$ cat src/rtl/add_sub_ser.sv
// Nibble-serial two's complement adder/subtractor with accumulator, sticky overflow
// and valid/ready handshakes; one 4-bit slice is resolved per clock, LSB first.
module add_sub_ser #(
    parameter int WIDTH = 8,
    parameter int SAT   = 0
) (
    input  logic             CLK,
    input  logic             nRST,
    input  logic [WIDTH-1:0] A,
    input  logic [WIDTH-1:0] B,
    input  logic [1:0]       OP,
    input  logic             IN_VALID,
    output logic             IN_READY,
    output logic             OUT_VALID,
    input  logic             OUT_READY,
    input  logic             CLR,
    output logic [WIDTH-1:0] RES,
    output logic             CO,
    output logic             OVF,
    output logic             ZERO,
    output logic             NEG,
    output logic [WIDTH-1:0] ACC,
    output logic             STKY
);

    localparam int N  = WIDTH / 4;
    localparam int CW = (N > 1) ? $clog2(N) : 1;
    localparam logic [CW-1:0] LAST = CW'(N - 1);

    localparam logic [1:0] IDLE = 2'd0;
    localparam logic [1:0] CALC = 2'd1;
    localparam logic [1:0] DONE = 2'd2;

    localparam logic [WIDTH-1:0] SMAX = {1'b0, {(WIDTH-1){1'b1}}};
    localparam logic [WIDTH-1:0] SMIN = {1'b1, {(WIDTH-1){1'b0}}};

    logic [1:0]       state_reg;
    logic [CW-1:0]    cnt_reg;
    logic             carry_reg;
    logic             acc_op_reg;
    logic [WIDTH-1:0] x_reg;
    logic [WIDTH-1:0] y_reg;
    logic [WIDTH-1:0] part_reg;
    logic [WIDTH-1:0] res_reg;
    logic             co_reg;
    logic             ovf_reg;
    logic             zero_reg;
    logic             neg_reg;
    logic [WIDTH-1:0] acc_reg;
    logic             stky_reg;

    logic [4:0]       sum;
    logic             c_msb;
    logic             ovf_f;
    logic [WIDTH-1:0] nxt_part;
    logic [WIDTH-1:0] res_final;

    // Operands shift right one nibble per cycle, so the active slice is always bits [3:0].
    assign sum = {1'b0, x_reg[3:0]} + {1'b0, y_reg[3:0]} + {4'd0, carry_reg};

    // Carry into the MSB is recovered from the MSB sum bit and its two operand bits.
    assign c_msb = sum[3] ^ x_reg[3] ^ y_reg[3];
    assign ovf_f = c_msb ^ sum[4];

    // Result slices enter at the top and shift down; after N slices the word is aligned.
    assign nxt_part = WIDTH'({sum[3:0], part_reg} >> 4);

    // On overflow the raw MSB is the inverse of the true sign.
    assign res_final = ((SAT != 0) && ovf_f) ? (nxt_part[WIDTH-1] ? SMAX : SMIN) : nxt_part;

    always_ff @(posedge CLK or negedge nRST) begin
        if (!nRST) begin
            state_reg  <= IDLE;
            cnt_reg    <= '0;
            carry_reg  <= 1'b0;
            acc_op_reg <= 1'b0;
            x_reg      <= '0;
            y_reg      <= '0;
            part_reg   <= '0;
            res_reg    <= '0;
            co_reg     <= 1'b0;
            ovf_reg    <= 1'b0;
            zero_reg   <= 1'b0;
            neg_reg    <= 1'b0;
            acc_reg    <= '0;
            stky_reg   <= 1'b0;
        end else begin
            case (state_reg)
                IDLE: begin
                    if (IN_VALID) begin
                        x_reg      <= OP[1] ? acc_reg : A;
                        y_reg      <= (OP[1] ? A : B) ^ {WIDTH{OP[0]}};
                        carry_reg  <= OP[0];
                        acc_op_reg <= OP[1];
                        cnt_reg    <= '0;
                        state_reg  <= CALC;
                    end
                end
                CALC: begin
                    carry_reg <= sum[4];
                    part_reg  <= nxt_part;
                    x_reg     <= x_reg >> 4;
                    y_reg     <= y_reg >> 4;
                    if (cnt_reg == LAST) begin
                        state_reg <= DONE;
                        res_reg   <= res_final;
                        co_reg    <= sum[4];
                        ovf_reg   <= ovf_f;
                        zero_reg  <= (res_final == '0);
                        neg_reg   <= res_final[WIDTH-1];
                        if (acc_op_reg) begin
                            acc_reg <= res_final;
                        end
                        if (ovf_f) begin
                            stky_reg <= 1'b1;
                        end
                    end else begin
                        cnt_reg <= cnt_reg + CW'(1);
                    end
                end
                DONE: begin
                    if (OUT_READY) begin
                        state_reg <= IDLE;
                    end
                end
                default: state_reg <= IDLE;
            endcase

            // Clear wins over a coincident accumulator or sticky update.
            if (CLR) begin
                acc_reg  <= '0;
                stky_reg <= 1'b0;
            end
        end
    end

    assign IN_READY  = (state_reg == IDLE);
    assign OUT_VALID = (state_reg == DONE);
    assign RES       = res_reg;
    assign CO        = co_reg;
    assign OVF       = ovf_reg;
    assign ZERO      = zero_reg;
    assign NEG       = neg_reg;
    assign ACC       = acc_reg;
    assign STKY      = stky_reg;

endmodule

$ cat config.mk
export PLATFORM = sky130hd
export DESIGN_NAME = add_sub_ser
export DESIGN_NICKNAME = d
export VERILOG_FILES = /design/src/rtl/add_sub_ser.sv
export SDC_FILE = /design/constraint.sdc
export NUM_CORES = 1
export LEC_CHECK = 0
export BUFFER_PORTS_ARGS = -buffer_cell sky130_fd_sc_hd__buf_2
export CAP_MARGIN = 20
export CELL_PAD_IN_SITES_DETAIL_PLACEMENT = 1
export CELL_PAD_IN_SITES_GLOBAL_PLACEMENT = 2
export CORE_MARGIN = 5
export CORE_UTILIZATION = 34
export DETAILED_ROUTE_END_ITERATION = 6
export HOLD_SLACK_MARGIN = 0.15
export PLACE_DENSITY_LB_ADDON = 0.2
export SYNTH_ARGS = -nofsm -noshare
export SYNTH_HDL_FRONTEND = slang
export SYNTH_SLANG_ARGS = --single-unit
$ cat constraint.sdc
create_clock -name CLK -period 2.05 [get_ports CLK]
set_input_delay 0.3075 -clock CLK [delete_from_list [all_inputs] [get_ports CLK]]
set_output_delay 0.3075 -clock CLK [all_outputs]
set_load 0.005 [all_outputs]
==> summary.md <==
Startpoint class of the critical path: a register. Summing all placed instances gives a cell area of 2500 um^2. The most heavily used metal layer in global routing was met2. The number of setup violations in the final report was 0. For this run, global-route usage on met3 was measured as 3.67%. The number of H-tree branching levels is 2. The routed length per placed instance is 16.3 um, and the worst slack on hold paths is 0.196 ns.

Share of cells above drive strength 1: 27.0%. The logs give 1826 for the via count of the first global-routing pass and 6310 um^2 for the total core area. Using the TritonRoute via totals, the vias-per-cell ratio works out to 4.97.

Entering global routing, the biggest net connects 46 pins. Summing all non-filler instances in the final layout gives an area of 2650 um^2. In this run the tightest slew margin relative to its limit is 61.2%. The detail route stage leaves a number of antenna-violating nets equal to 0. TritonCTS built the clock tree.

The worst hold path begins at OUT_READY. The flow ran to the end, and the final reports show no timing, DRC or antenna violations. The pin slew with the least headroom to its limit came out at 0.582 ns.

The critical path start-end classification is reg -> reg. Setup slack on the worst reg-to-reg path comes out at 0.11 ns. On the final layout, the worst clock skew is 0.00490 ns.

In the global route stage, met2 resource usage came out at 21.6%. The run gives 20.3% as the global routing met1 resource utilization. Clock-pin slew was measured on the worst setup and hold paths at 0.09 ns.

The initialized floorplan defines 29 standard-cell rows. Mean cell area of the mapped netlist: 10.1 um^2. The count of buffers added on input and output ports is 45. Dominant cell type by area after synthesis: dfrtp_1. No sink is reached through more buffers than the 2 on the longest clock path.

The count of yosys warnings during synthesis was 0. Counting flops with a built-in enable in the synthesized netlist gives 0. The worst register-to-register path begins at x_reg[0]$_DFFE_PN0P_.

Counting every net in the synthesized netlist gives 244. In this run the power density over the cells is 1490 nW/um^2. The most critical setup path has its startpoint at x_reg[0]$_DFFE_PN0P_. After layout, the worst path uses 94.8% of the clock period. The maximum fanout count along the critical path came out at 3.

CTS placed an instance of clkbuf_8 at the clock tree root. The die covers 8150 um^2. The smallest clock period supported by the final layout is computed as 1.94 ns. The worst IR drop on VDD is 0.518 mV, and the area overhead of the layout relative to synthesis is 21.0%. The detailed router placed 1690 vias in this run. The final design utilization is 42.0%.

For this run, the detailed router's first-pass iteration total came to 4. Final weighted congestion in routability-driven placement: 0.768. Yosys mapped the design onto 34 distinct sky130hd cell types.

In the routed design, unresolved DRC markers number 0. Counting flops and latches in the post-synthesis netlist gives 45. The tools report the insertion delay to the later sink of the worst-skew pair as 0.30 ns. Once the floorplan was initialized, standard cells occupied 34.7% of the core. The number of endpoints with negative hold slack in the final report was 0; the violation count after the first detailed-route iteration was 68.

The synthesized netlist occupies a cell area of 2190 um^2. Die height: 90.3 um. By area the synthesized netlist is led by dfrtp_1, mux2i_1, nand2_1. The logs give 0 for the final-report max-slew violation count and 46 for the number of top-level pins.

For this run, the leading register cell type out of synthesis is dfrtp_1. Global routing consumed, over all layers together, 14.4% of the routing resources. For the total number of nets in the final design, the log shows 290. STA classifies the critical path endpoint as a register. The logs give 4250 um for the HPWL reported at the end of detailed placement and 2.12 ns for the data arrival time at the worst-slack endpoint.

The tools report the setup fix buffers added after clock tree synthesis as 0. The clock buffer count from CTS is 5. The run gives 51.4% as the fraction of the yosys area taken by sequential cells. Of all flip-flops after synthesis, the portion carrying an async set or reset was 100%.

The first global-routing pass estimated 9440 um of wire. The number of sinks handled by clock tree synthesis was 45. The final wirelength is 5550 um. The library cells used most frequently in the layout, excluding fill and tap cells, are dfrtp_1, buf_2, nand2_1. Max-cap violations in this run came to 0. The fraction of synthesized cell area taken by the top area cell type was 51.4%; the die width was 90.3 um. Based on the critical path, the design can be clocked at up to 0.515 GHz.

The antenna diode instance count was 0. The path class of the tightest hold or removal check is in -> reg. The instance count of the mapped netlist is 216.

For this design the static power due to leakage is 0.00131 uW. After global routing the overflow that remains totals 0. At the worst endpoint, the required time is 2.23 ns.

The tools report the initial antenna violation count as 0.
[synth_stat cells, drive strengths merged (2+ instances only)]
cell type and n:
mux2i 16, ha 3, dfrtp 45, buf 9
fa 2, o21ai 19, xnor2 4, a21oi 16
nor2 22, inv 4, nand2b 4, nand3 8
clkbuf 5, xor2 9, mux2 5, a221o 4
nand2 30
[what timing repair did]
action / 4_1_cts / 5_1_grt
hold buffers: 1 / 0
gates resized for setup: 0 / 2
hold endpoints to repair: 45 / 0
setup endpoints to repair: 0 / 2
[area by class of cell]
class	count	area, um^2
clock buffers	5	68.8
inverters	4	15.0
clock inverters	3	65.1
flip-flops and latches	45	1130
well taps	77	96.3
fillers	754	3660
repair buffers	53	288
multi-input cells	153	991
[worst max-delay path, stage by stage, from the launching register on]
cell and delay (ns):
dfrtp_1 0.39, fa_2 0.22, inv_1 0.05, fa_1 0.39, nand2b_1 0.17, o2bb2ai_2 0.14, xnor2_1 0.14, xnor2_1 0.23
o21ai_1 0.08
[cell families after synthesis]
kind of cell | share of synthesized area, %
AOI/OAI and AO/OA | 12.3
muxes | 9.88
DFF | 51.4
adders and majority gates | 3.54
xor gates and xnor gates | 5.54
and+or+nand+nor | 13.5
buffers and inverters | 3.77
[through the flow]
stage / cells / total power, uW / TNS, ns / setup slack (ns)
after floorplan: 216 / 2630 / 0 / 0.222
after global placement: 331 / 3170 / 0 / 0.128
after detailed placement: 331 / 3200 / 0 / 0.0991
after CTS: 340 / 4000 / 0 / 0.0852
after global routing: 340 / 4300 / -0.0101 / -0.0101
final: 340 / 3960 / 0 / 0.107
[path summary, 6_finish.rpt]
check                                      endpoint  cells past startpoint
setup / recovery                    OVF$_DFFE_PN0P_                      8
hold / removal             state_reg[1]$_DFFE_PN0P_                      2
setup reg to reg                    OVF$_DFFE_PN0P_                      8
hold reg to reg                    ZERO$_DFFE_PN0P_                      2
max in group asynchronous      x_reg[2]$_DFFE_PN0P_                      3
min in group asynchronous      y_reg[7]$_DFFE_PN0P_                      3
[report_power, final]
group / internal, uW / switching, uW
Sequential: 1240 / 262
Clock: 484 / 306
Combinational: 727 / 941
Total: 2450 / 1510
[layer usage]
| layer | share of wire, % | wire length (um) |
|---|---|---|
| met4 | 1.2 | 68 |
| met3 | 4.5 | 251 |
| met1 | 47 | 2620 |
| met5 | 0 | 0 |
| met2 | 47 | 2620 |
Power figures use the tool's default switching activity.
